`src/rtl/hrm_io_bridge.sv`:
```
// hrm_io_bridge: host-side byte stream bridge for the hrmcpu INBOX/OUTBOX.
// RX bytes are buffered and written to INBOX; OUTBOX pops feed a tx stream.
module hrm_io_bridge #(
    parameter int RXDEPTH_LOG2 = 2
) (
    input  logic       clk,
    input  logic       i_rst,
    input  logic [7:0] rx_data,
    input  logic       rx_valid,
    output logic       rx_overflow,
    output logic [7:0] tx_data,
    output logic       tx_valid,
    input  logic       tx_ready,
    output logic [7:0] cpu_in_data,
    output logic       cpu_in_wr,
    input  logic       cpu_in_full,
    output logic       cpu_out_rd,
    input  logic [7:0] cpu_out_data,
    input  logic       cpu_out_empty,
    output logic [7:0] in_count,
    output logic [7:0] out_count
);

    localparam int DEPTH = 1 << RXDEPTH_LOG2;
    localparam logic [RXDEPTH_LOG2:0] PTR_MSB = {1'b1, {RXDEPTH_LOG2{1'b0}}};

    typedef enum logic [1:0] {
        IN_IDLE,
        IN_WRITE,
        IN_SETTLE
    } in_state_t;

    typedef enum logic [1:0] {
        OUT_IDLE,
        OUT_POP,
        OUT_SETTLE,
        OUT_SEND
    } out_state_t;

    logic [7:0]              fifo_mem [DEPTH];
    logic [RXDEPTH_LOG2:0]   wr_ptr;
    logic [RXDEPTH_LOG2:0]   rd_ptr;
    logic                    fifo_empty;
    logic                    fifo_full;
    logic                    fifo_push;
    logic                    in_pop;
    logic                    out_take;
    in_state_t               in_state;
    in_state_t               in_next;
    out_state_t              out_state;
    out_state_t              out_next;

    assign fifo_empty = (wr_ptr == rd_ptr);
    assign fifo_full  = ((wr_ptr ^ rd_ptr) == PTR_MSB);
    assign fifo_push  = rx_valid & ~fifo_full;

    // Byte storage; contents are don't-care until pointers say otherwise.
    always_ff @(posedge clk) begin
        if (fifo_push) begin
            fifo_mem[wr_ptr[RXDEPTH_LOG2-1:0]] <= rx_data;
        end
    end

    // FIFO pointers and the sticky overflow flag.
    always_ff @(posedge clk) begin
        if (i_rst) begin
            wr_ptr      <= '0;
            rd_ptr      <= '0;
            rx_overflow <= 1'b0;
        end else begin
            if (fifo_push) begin
                wr_ptr <= wr_ptr + 1'b1;
            end
            if (in_pop) begin
                rd_ptr <= rd_ptr + 1'b1;
            end
            if (rx_valid && fifo_full) begin
                rx_overflow <= 1'b1;
            end
        end
    end

    // INBOX writer next-state: only IN_IDLE looks at cpu_in_full.
    always_comb begin
        in_next = in_state;
        in_pop  = 1'b0;
        unique case (in_state)
            IN_IDLE: begin
                if (!fifo_empty && !cpu_in_full) begin
                    in_next = IN_WRITE;
                    in_pop  = 1'b1;
                end
            end
            IN_WRITE:  in_next = IN_SETTLE;
            IN_SETTLE: in_next = IN_IDLE;
            default:   in_next = IN_IDLE;
        endcase
    end

    // INBOX writer registers: state, write pulse, data and count.
    always_ff @(posedge clk) begin
        if (i_rst) begin
            in_state    <= IN_IDLE;
            cpu_in_wr   <= 1'b0;
            cpu_in_data <= 8'h00;
            in_count    <= 8'h00;
        end else begin
            in_state  <= in_next;
            cpu_in_wr <= (in_next == IN_WRITE);
            if (in_pop) begin
                cpu_in_data <= fifo_mem[rd_ptr[RXDEPTH_LOG2-1:0]];
            end
            if (in_state == IN_WRITE) begin
                in_count <= in_count + 8'd1;
            end
        end
    end

    // OUTBOX reader next-state: pop, let empty settle, then hand off.
    always_comb begin
        out_next = out_state;
        out_take = 1'b0;
        unique case (out_state)
            OUT_IDLE: begin
                if (!cpu_out_empty) begin
                    out_next = OUT_POP;
                    out_take = 1'b1;
                end
            end
            OUT_POP:    out_next = OUT_SETTLE;
            OUT_SETTLE: out_next = OUT_SEND;
            OUT_SEND: begin
                if (tx_ready) begin
                    out_next = OUT_IDLE;
                end
            end
            default: out_next = OUT_IDLE;
        endcase
    end

    // OUTBOX reader registers: state, pop pulse, tx byte and count.
    always_ff @(posedge clk) begin
        if (i_rst) begin
            out_state  <= OUT_IDLE;
            cpu_out_rd <= 1'b0;
            tx_valid   <= 1'b0;
            tx_data    <= 8'h00;
            out_count  <= 8'h00;
        end else begin
            out_state  <= out_next;
            cpu_out_rd <= (out_next == OUT_POP);
            tx_valid   <= (out_next == OUT_SEND);
            if (out_take) begin
                tx_data <= cpu_out_data;
            end
            if (out_state == OUT_POP) begin
                out_count <= out_count + 8'd1;
            end
        end
    end

endmodule
```
`config.mk`:
```
export PLATFORM = sky130hd
export DESIGN_NAME = hrm_io_bridge
export DESIGN_NICKNAME = d
export VERILOG_FILES = /design/src/rtl/hrm_io_bridge.sv
export SDC_FILE = /design/constraint.sdc
export NUM_CORES = 1
export LEC_CHECK = 0
export BUFFER_PORTS_ARGS = -buffer_cell sky130_fd_sc_hd__buf_2
export CAP_MARGIN = 5
export CORE_MARGIN = 2
export CORE_UTILIZATION = 59
export DETAILED_ROUTE_END_ITERATION = 7
export GPL_TIMING_DRIVEN = 0
export PLACE_DENSITY = 0.9
export SLEW_MARGIN = 0
export SYNTH_ARGS = -nofsm -noshare
export SYNTH_HDL_FRONTEND = slang
export SYNTH_SLANG_ARGS = --single-unit
```
`constraint.sdc`:
```
create_clock -name clk -period 3.8 [get_ports clk]
set_clock_uncertainty 0.15 [all_clocks]
set_input_delay 0 -clock clk [delete_from_list [all_inputs] [get_ports clk]]
set_output_delay 0 -clock clk [all_outputs]
set_load 0.01 [all_outputs]
```
Yosys cells after proc, flatten, opt, wreduce, memory -nomap -nowiden
Memories as Yosys holds them, arrays and structs flattened. A register that Yosys moved wholly into a read port is not among the register bits.
Index checks and enable logic that the tools add are counted.
{"block": "classes", "n_addsub": 4, "eq_ne": 9, "muxes": 11, "n_bitwise": 3, "n_reduce_logical": 6}
{"cell": "$add 8x1->8 const B", "count": 2}
{"cell": "$eq 2x1->1 const B", "count": 4}
{"cell": "$pmux 2 s4", "count": 1}
{"cell": "$add 3x1->3 const B", "count": 2}
{"cell": "$eq 2x2->1 const B", "count": 3}
{"cell": "$mux 1", "count": 6}
{"cell": "$mux 2", "count": 3}
{"cell": "$logic_not 2->1", "count": 2}
{"cell": "$pmux 2 s2", "count": 1}
{"cell": "$eq 3x3->1", "count": 1}
{"cell": "$eq 3x3->1 const B", "count": 1}
{"cell": "$xor 3x3->3", "count": 1}
{"cell": "$logic_and 1x1->1", "count": 2}
{"cell": "$logic_not 1->1", "count": 2}
{"cell": "$and 1x1->1", "count": 1}
{"cell": "$not 1->1", "count": 1}
{"block": "totals", "regBits": 38, "mem_bits_rw": 32, "output_inout_bits": 36, "wordCells": 45, "n_memories": 1}
{"name": "fifo_mem", "depth": 4, "width": 8, "rd": 1, "rd_clocked_by_memory_dff": 1, "wr": 1, "line": "40", "text": "logic [7:0] fifo_mem [DEPTH];"}

Logic depth before layout (Yosys ltp)
Gate-level depths: netlist (run 1).
{"block": "depth", "word_depth": 6, "mapped_depth": 4, "depth_no_buf": 4}

Least setup slack after synthesis (run 1)
No wires, ideal clock.
{"block": "synth_timing", "path_type": "register to register", "start": "register wr_ptr[0]", "end": "memory fifo_mem[3][0], enable pin", "arrival_ns": 1.310, "required_time_ns": 3.318, "setup_slack_ns": 2.008, "stages_incl_launch_ff": 4, "path_buffers": 0, "synth_period_minus_slack_ns": 1.792, "path_cell_list": "dfxtp_1 xor2_1 o31a_2 and2_1"}
{"block": "synth_between", "elab_chain_cells": 6}
{"item": "start, declared", "line": "41", "text": "logic [RXDEPTH_LOG2:0] wr_ptr;"}
{"item": "start signal, assigned", "line": "72", "text": "wr_ptr <= wr_ptr + 1'b1;"}
{"item": "$xor 3x3->3", "line": "54", "text": "assign fifo_full = ((wr_ptr ^ rd_ptr) == PTR_MSB);"}
{"item": "$eq 3x3->1", "line": "54"}
{"item": "$not 1->1", "line": "55", "text": "assign fifo_push = rx_valid & ~fifo_full;"}
{"item": "$and 1x1->1", "line": "55"}
{"item": "$mux 1", "line": "59", "text": "if (fifo_push) begin"}
{"item": "$mux 1 (not written as such)", "line": "60", "text": "fifo_mem[wr_ptr[RXDEPTH_LOG2-1:0]] <= rx_data;"}
{"item": "end, declared", "line": "40"}
Several ways; a longest one is shown, not always the timed one.

Final worst setup path (run 1)
{"block": "layout_timing", "start": "register out_state[0]", "end": "register tx_data[5]"}
{"block": "layout_between", "elab_chain_cells": 2}
{"item": "start, declared", "line": "50", "text": "out_state_t out_state;"}
{"item": "start signal, assigned", "line": "150", "text": "out_state <= out_next;"}
{"item": "$logic_not 2->1", "line": "123", "text": "unique case (out_state)"}
{"item": "$mux 1", "line": "123"}
{"item": "end signal, assigned", "line": "154", "text": "tx_data <= cpu_out_data;"}
{"item": "end, declared", "line": "11", "text": "output logic [7:0] tx_data,"}
Every way passes these cells.
A chain may end at the register's enable or synchronous reset.

==> parameters.txt, run 1 <==
Parameter                              Value

Clock network
  Clk buf depth ... 2
  Gates resized, CTS repair ... 0
  Number of hold-repair buffers added at the cts stage ... 30
  Library cell used as clock root buffer ... clkbuf_8
  Setup fix buffers added after clock tree synthesis ... 0
  Insertion delay of the later-clocked pin in the worst-skew pair ... about 0.35 ns
  Clock transition at the register clock pins on the worst setup and hold paths after CTS ... 0.09 ns
  Count of H-tree levels built during CTS ... 3
  Sinks on the clock net ... 78
  Number of clock buffers inserted by TritonCTS ... 9
  Clock tree from TritonCTS ... yes

Worst setup path
  Type of element launching the critical path ... flip-flop
  Data required time at the worst endpoint ... roughly 3.9 ns
  FF-to-FF setup slack ... ~1.3 ns
  Worst r2r path cells ... 4
  Worst-path fanout max ... 8
  Destination of the worst register-to-register timing path ... tx_data[5]
  Endpoint class of the critical path ... flip-flop
  Critical Setup Path Class ... flip-flop to flip-flop
  Beginning of the worst register-to-register path ... out_state[0]
  Arrival time at the worst endpoint ... 2.60 ns

Synth
  Sequential area share after synthesis ... 57.6%
  Post-synthesis area per instance ... 12.3 sq um
  Dominant register cell in the synthesized netlist ... dfxtp_1
  EDFF count, synth ... 32
  Yosys cell types ... 41
  Count of yosys warnings during synthesis ... 0
  Instance count of the mapped netlist ... 265
  Total nets after synthesis ... 294
  Fraction of registers with async set or reset after synthesis ... 0%
  Flops & latches, synth ... 78
  Mapped cell area ... 3260 sq um

Floorplan
  Die span in y ... 78.4 microns
  Number of core rows ... 27
  Core footprint ... 5440 sq um
  Number of top-level pins ... between 50 and 60
  Floorplan die area ... approximately 6100 sq um
  Initial Util ... 60.0%
  Width of the die ... 78.4 microns

Power
  Leakage power figure ... 1.62 nW
  Power share of the sequential group ... 49.3%
  Sw frac ... between 20 and 30%
  Maximum vdd drop ... 285 uV
  Share of total power in combinational logic ... about a fifth
  Power spent charging and discharging nets ... ~0.57 mW
  Pwr dens ... 485 nW/um^2
  Pint ... 1.44 mW
  Share of power burned in the clock network ... 31.3%

Timing
  Hold Fails Final Rpt ... 0
  Max-slew violation total from the final report ... 0
  Worst max-slew margin expressed relative to the limit ... 33.0%
  Achievable Freq ... 401 MHz
  Period utilization ... 65.6%
  Number of failing setup endpoints in the final timing report ... 0
  Final Critical Period ... 2.49 ns
  Post-route setup TNS ... 0 ns
  RSZ-0062 raised after global routing ... false
  Transition time at the pin with the least slew margin ... 0.997 ns

Place
  Port bufs ... 56
  Post-DP HPWL ... roughly 4500 microns
  Final Wtd Congestion ... 0.752

Final layout
  Antenna fix cells ... 0
  Register Area ... between 1500 and 2000 sq um
  Number of fill cells ... around 320
  Area growth, synth to finish ... 26.8%
  Proportion of layout cells with a drive suffix above 1 ... 25.6%
  Multi-input gate area in the final layout ... 1320 sq um
  Commonest cells after routing, fill and taps aside ... 57 x buf_2, 46 x dfxtp_1, 32 x edfxtp_1
  Final core area utilization ... 76.1%
  Net total in the final layout ... 391
  Leading cell type in the layout, fill and taps excluded ... buf_2

Route
  Post-detailed-route wirelength per cell ... 17.7 microns
  Vias after detailed routing ... 2464
  Via-to-Cell Ratio ... 5.61
  Final WL ... 7760 microns
  # DRC ... 0
  Total iterations of the first detailed-routing run ... 4
  Remaining antenna violation count ... 0
  Count of routing violations after the opening detailed-route iteration ... 183

Global routing
  Number of antenna violations at the first check in global routing ... 0
  Global-route wire length before repair ... 12000 microns
  Total routing usage reported by global routing ... 26.5%
  Largest net degree at the start of global routing ... 16
  Vias in the first global route ... 2464
  Congestion Overflow GR ... 0

Worst hold path
  Hold depth ... 2
  Hold-critical path endpoint ... fifo_mem[1][0]
  Hold Crit Class ... primary input to flip-flop
  Startpoint of the lowest-slack hold path ... rx_data[0]

Job
  Number of violations of the max-capacitance limit ... 0

Outcome
  Result of the run ... finished, final reports clean
[sequential cells by signal, indices dropped and copies added, names as in the netlist, 2 cells and up]
name,count
tx_data,8
in_count,8
out_state,2
in_state,2
fifo_mem,32
out_count,8
cpu_in_data,8
rd_ptr,3
wr_ptr,3
[power groups by stage]
stage | Clock (mW) | Sequential [mW] | Combinational [mW]
final | 0.627 | 0.988 | 0.390
after global routing | 0.670 | 0.996 | 0.417
after CTS | 0.631 | 0.985 | 0.376
after detailed placement | 0 | 1.00 | 0.346
after global placement | 0 | 0.999 | 0.331
after floorplan | 0 | 1.01 | 0.234
[area by class of cell]
cell class	count	area share (%)
repair buffers	86	14.0
inverters	6	0.544
multi-input cells	171	31.8
plain buffers	10	1.03
flip-flops and latches	78	45.5
well taps	72	2.18
clock inverters	7	1.91
clock buffers	9	2.99
[logic make-up (layout without fill, tap and decap cells)]
kind of cell / Yosys count / after routing / share of synthesized area [%]
multiplexers: 22 / 22 / 10.5
buffers and inverters: 16 / 118 / 1.99
flip-flops: 78 / 78 / 57.6
adder cells (fa/ha/maj): 7 / 7 / 2.68
AO/OA/AOI/OAI: 40 / 40 / 8.01
AND/OR/NAND/NOR: 92 / 92 / 15.9
XOR/XNOR: 10 / 10 / 3.26
[Yosys cell counts (all sizes together) (5+ instances only)]
cell type,n,area [sq um]
inv,6,22.5
nor2,15,56.3
mux2i,12,120
or3,7,43.8
ha,7,87.6
o31ai,6,58.8
a21oi,20,100
clkbuf,6,22.5
nand2,22,82.6
xor2,7,80.1
dfxtp,46,921
or2b,5,43.8
edfxtp,32,961
nand2b,17,119
o21ai,6,30.0
mux4,8,195
[per-layer routing]
| layer | vias up | track usage [%] | part of all wire (%) |
|---|---|---|---|
| li1 | 1162 | - | - |
| met1 | 1183 | 27.9 | 37 |
| met2 | 91 | 48.6 | 54 |
| met3 | 28 | 5.98 | 4.7 |
| met4 | 0 | 14.7 | 4.7 |
| met5 | - | 0 | 0 |
[worst max-delay path by stage]
stage | from | endpoint | slack (ns) | cells past startpoint
2_1_floorplan | wr_ptr[0] | fifo_mem[3][0] | 2.01 | 3
3_3_place_gp | wr_ptr[0] | fifo_mem[0][3] | 1.73 | 3
3_5_place_dp | wr_ptr[0] | fifo_mem[2][3] | 1.73 | 3
4_1_cts | i_rst | out_state[0] | 1.62 | 6
5_1_grt | out_state[0] | tx_data[5] | 1.23 | 4
6_report | out_state[0] | tx_data[5] | 1.31 | 4
[worst max-delay path, stage by stage (launching register included)]
cell and delay, ns:
dfxtp_1 0.40, nor3_1 0.83, nand2_1 0.14, dlygate4sd3_1 0.61
a21oi_1 0.26
[metrics by stage]
step / cell area [sq um] / hold slack [ns] / std cells / power [mW] / setup WS [ns]
6_report: 4140 / 0.253 / 439 / 2.00 / 1.31
3_5_place_dp: 3630 / 0.0671 / 393 / 1.35 / 1.73
5_1_grt: 4140 / 0.265 / 439 / 2.08 / 1.23
3_3_place_gp: 3630 / 0.0585 / 393 / 1.33 / 1.73
2_1_floorplan: 3260 / -0.0511 / 265 / 1.24 / 2.01
4_1_cts: 4140 / 0.231 / 439 / 1.99 / 1.62
(Power assumes the default switching activity.)
==> run 2: changes to the inputs <==
--- a/config.mk
+++ b/config.mk
@@ -5,13 +5,14 @@
 export SDC_FILE = /design/constraint.sdc
 export NUM_CORES = 1
 export LEC_CHECK = 0
+export ABC_AREA = 1
 export BUFFER_PORTS_ARGS = -buffer_cell sky130_fd_sc_hd__buf_2
 export CAP_MARGIN = 5
 export CORE_MARGIN = 2
-export CORE_UTILIZATION = 59
+export CORE_UTILIZATION = 55
 export DETAILED_ROUTE_END_ITERATION = 7
 export GPL_TIMING_DRIVEN = 0
-export PLACE_DENSITY = 0.9
+export PLACE_DENSITY = 0.85
 export SLEW_MARGIN = 0
 export SYNTH_ARGS = -nofsm -noshare
 export SYNTH_HDL_FRONTEND = slang
==> constraint.sdc (replaced) <==
create_clock -name clk -period 2.3 [get_ports clk]
set_clock_uncertainty 0.15 [all_clocks]
set_input_delay 0 -clock clk [delete_from_list [all_inputs] [get_ports clk]]
set_output_delay 0 -clock clk [all_outputs]
set_load 0.01 [all_outputs]
==> run 2 against run 1 <==
Compared with the run above: die area grew 8.9%; synthesized cell count grew 38%; first-iteration DRC count shrank 49%; sequential cell count is the same; cell count grew 22%; combinational power grew 54%; count of clock-buffer cells in the layout is the same; global-route usage shrank 3.6 points; final area shrank 0.18%; sequential share of layout area grew 0.083 points; clock power grew 67%; register-to-register slack lost 1.1 ns; largest power group unchanged; highest routed layer unchanged.
==> parameters.txt, run 2 <==
Parameter                              Value

Final layout
  Area growth, synth to finish ... 24.1%
  Antenna fix cells ... 0
  Leading cell type in the layout, fill and taps excluded ... nor2_1
  Register Area ... ~1900 sq um
  Net total in the final layout ... 486
  Flip-flop count of the largest register after layout ... 32
  Commonest cells after routing, fill and taps aside ... 73 x nor2_1, 59 x buf_2, 53 x nand2_1
  Post-route cell area ... 4130 sq um
  Number of fill cells ... about 430
  Proportion of layout cells with a drive suffix above 1 ... about a quarter
  Final core area utilization ... 70.2%
  Multi-input gate area in the final layout ... 1220 sq um

Route
  Total iterations of the first detailed-routing run ... 5
  Vias after detailed routing ... around 2700
  Remaining antenna violation count ... 0
  Via-to-Cell Ratio ... 5.07
  # DRC ... 0
  Count of routing violations after the opening detailed-route iteration ... 94
  Post-detailed-route wirelength per cell ... 13.8 microns
  Final WL ... 7430 microns

Floorplan
  Number of core rows ... 28
  Floorplan die area ... 6690 sq um
  Initial Util ... 56.6%
  Number of top-level pins ... 58
  Core footprint ... 5890 sq um
  Width of the die ... 81.8 microns
  Die span in y ... approximately 80 microns

Global routing
  Global routing met3 resource utilization ... 5.82%
  Number of antenna violations at the first check in global routing ... 0
  Congestion Overflow GR ... 0
  Met1 GRT Util ... approximately 28%
  Global route hottest layer ... met2
  Largest net degree at the start of global routing ... 15
  Global-route wire length before repair ... roughly 11000 microns
  Vias in the first global route ... about 2500
  Total routing usage reported by global routing ... 22.9%
  Fraction of met2 tracks used by global routing ... 37.7%

Synth
  Multiplexer share of the synthesized area ... 0%
  Yosys cell types ... 31
  Share of synthesized cell area in full adder, half adder and majority cells ... 2.63%
  Dominant register cell in the synthesized netlist ... dfxtp_1
  Synthesized-area fraction occupied by ao, oa, aoi and oai cells ... 8.61%
  Largest cells by area after synthesis ... edfxtp_1 29%, dfxtp_1 28%, nor2_1 8.2%
  Fraction of registers with async set or reset after synthesis ... 0%
  Library cell occupying the most area in the post-synthesis netlist ... edfxtp_1
  Post-synthesis area per instance ... 9.07 sq um
  Leading cell type by number of instances after synthesis ... nor2_1
  EDFF count, synth ... 32
  Instance count of the mapped netlist ... 367
  Total nets after synthesis ... just under 400
  Simple-gate share of the synthesized area ... 24.7%
  Share of the synthesized netlist area taken by xor and xnor gates ... 0.789%
  Mapped cell area ... 3330 sq um
  Sequential area share after synthesis ... roughly 57%
  Combinational family with the most area after synthesis ... simple AND/OR/NAND/NOR gates
  Most frequent cells after synthesis ... 73 x nor2_1, 53 x nand2_1, 46 x dfxtp_1
  Fraction of post-synthesis cell area in the top cell type by area ... 28.9%
  Count of yosys warnings during synthesis ... 0
  Flops & latches, synth ... 78

Clock network
  Count of H-tree levels built during CTS ... 3
  Sinks on the clock net ... 78
  Insertion delay of the later-clocked pin in the worst-skew pair ... 0.37 ns
  Number of clock buffers inserted by TritonCTS ... 9
  Clk buf depth ... 2
  Clock transition at the register clock pins on the worst setup and hold paths after CTS ... 0.08 ns
  Clock tree from TritonCTS ... yes
  Library cell used as clock root buffer ... clkbuf_8

Worst setup path
  Worst-path fanout max ... 9
  Data required time at the worst endpoint ... 2.14 ns
  Endpoint class of the critical path ... flip-flop
  Arrival time at the worst endpoint ... 1.90 ns
  Critical Setup Path Class ... flip-flop to flip-flop
  Type of element launching the critical path ... flip-flop

Power
  Leakage power figure ... 1.79 nW
  Power share of the sequential group ... between 40% and 50%
  Sw frac ... between 20% and 30%
  Power spent charging and discharging nets ... 0.962 mW
  Maximum vdd drop ... around 480 uV
  Pint ... 2.28 mW
  Share of total power in combinational logic ... 18.6%
  Pwr dens ... 784 nW/um^2
  Share of power burned in the clock network ... 32.3%

Place
  Port bufs ... 56
  Worst Setup Slack post-DPL ... 0.227 ns
  Area after detailed placement ... 3700 sq um
  Post-DP HPWL ... 4660 microns
  Final Wtd Congestion ... 0.796

Timing
  Final Critical Period ... 2.07 ns
  Achievable Freq ... 483 MHz
  Final setup margin ... 0.231 ns
  Period utilization ... 90.0%
  Max-slew violation total from the final report ... 0
  Worst hold slack after final layout ... 0.248 ns
  Hold Fails Final Rpt ... 0
  Transition time at the pin with the least slew margin ... 0.775 ns
  Post-route setup TNS ... 0 ns
  Number of failing setup endpoints in the final timing report ... 0
  RSZ-0062 raised after global routing ... false
  Worst max-slew margin expressed relative to the limit ... 48.1%

Outcome
  Result of the run ... finished, final reports clean

Job
  Number of violations of the max-capacitance limit ... 0

Worst hold path
  Hold Crit Class ... primary input to flip-flop
-- run 2: changes by cell type after synthesis, moves of 7 or more --
cell | previous run | this run
o21ai_0 | 6 | 30
a21oi_1 | 20 | 12
nand2b_1 | 12 | 0
or3_1 | 7 | 0
nor2_1 | 15 | 73
inv_1 | 6 | 31
nor2_2 | 0 | 12
mux2i_1 | 12 | 0
nand2_2 | 0 | 17
nand2_1 | 22 | 53
o22ai_1 | 0 | 8
-- run 2: final timing paths --
check | startpoint | endpoint | slack [ns] | cells after the start
worst min-delay path | rx_data[1] | fifo_mem[1][1] | 0.25 | 2
worst min register to register | rx_overflow | rx_overflow | 0.30 | 2
worst max register to register | rd_ptr[1] | fifo_mem[3][7] | 0.23 | 6
worst max-delay path | rd_ptr[1] | fifo_mem[3][7] | 0.23 | 6
-- run 2: layout make-up --
class	count	area share, %
plain buffers	11	1.97
clock buffers	9	3.00
clock inverters	7	1.76
inverters	38	3.51
multi-input cells	240	29.6
flip-flops and latches	78	45.6
well taps	75	2.27
repair buffers	79	12.4
-- run 2: timing repair --
action / in CTS / in global routing
hold buffers: 23 / 0
hold endpoints to repair: 55 / 0
gates resized for setup: 0 / 0
buffers inserted: 0 / 0
-- run 2: power groups by stage --
stage          Combinational, mW  Clock, mW  Sequential, mW
2_1_floorplan              0.369          0            1.64
3_3_place_gp               0.542          0            1.61
3_5_place_dp               0.560          0            1.62
4_1_cts                    0.596       1.04            1.59
5_1_grt                    0.666       1.11            1.60
6_report                   0.602       1.05            1.59
-- run 2: critical path, stage by stage, from the launching register on --
cell     delay (ns)
dfxtp_1        0.37
inv_1          0.16
nand2_1        0.11
nand2_2        0.09
nand3_2        0.11
nand2_2        0.11
nor2_1         0.61
-- run 2: through the flow --
step	total power, mW	cells
after floorplan	2.01	367
after global placement	2.16	498
after detailed placement	2.18	498
after CTS	3.23	537
after global routing	3.38	537
final	3.24	537
-- run 2: cells by family after synthesis --
| family | count (synthesis) |
|---|---|
| AO/OA/AOI/OAI | 54 |
| XOR/XNOR | 3 |
| flip-flops | 78 |
| AND/OR/NAND/NOR | 176 |
| adder cells (fa/ha/maj) | 7 |
| buffers and inverters | 49 |
-- run 2: metal layers --
layer  routed length, microns  part of all wire, %
met5                        0                    0
met4                      118                  1.6
met3                      447                  6.0
met2                     3690                   50
met1                     3180                   43
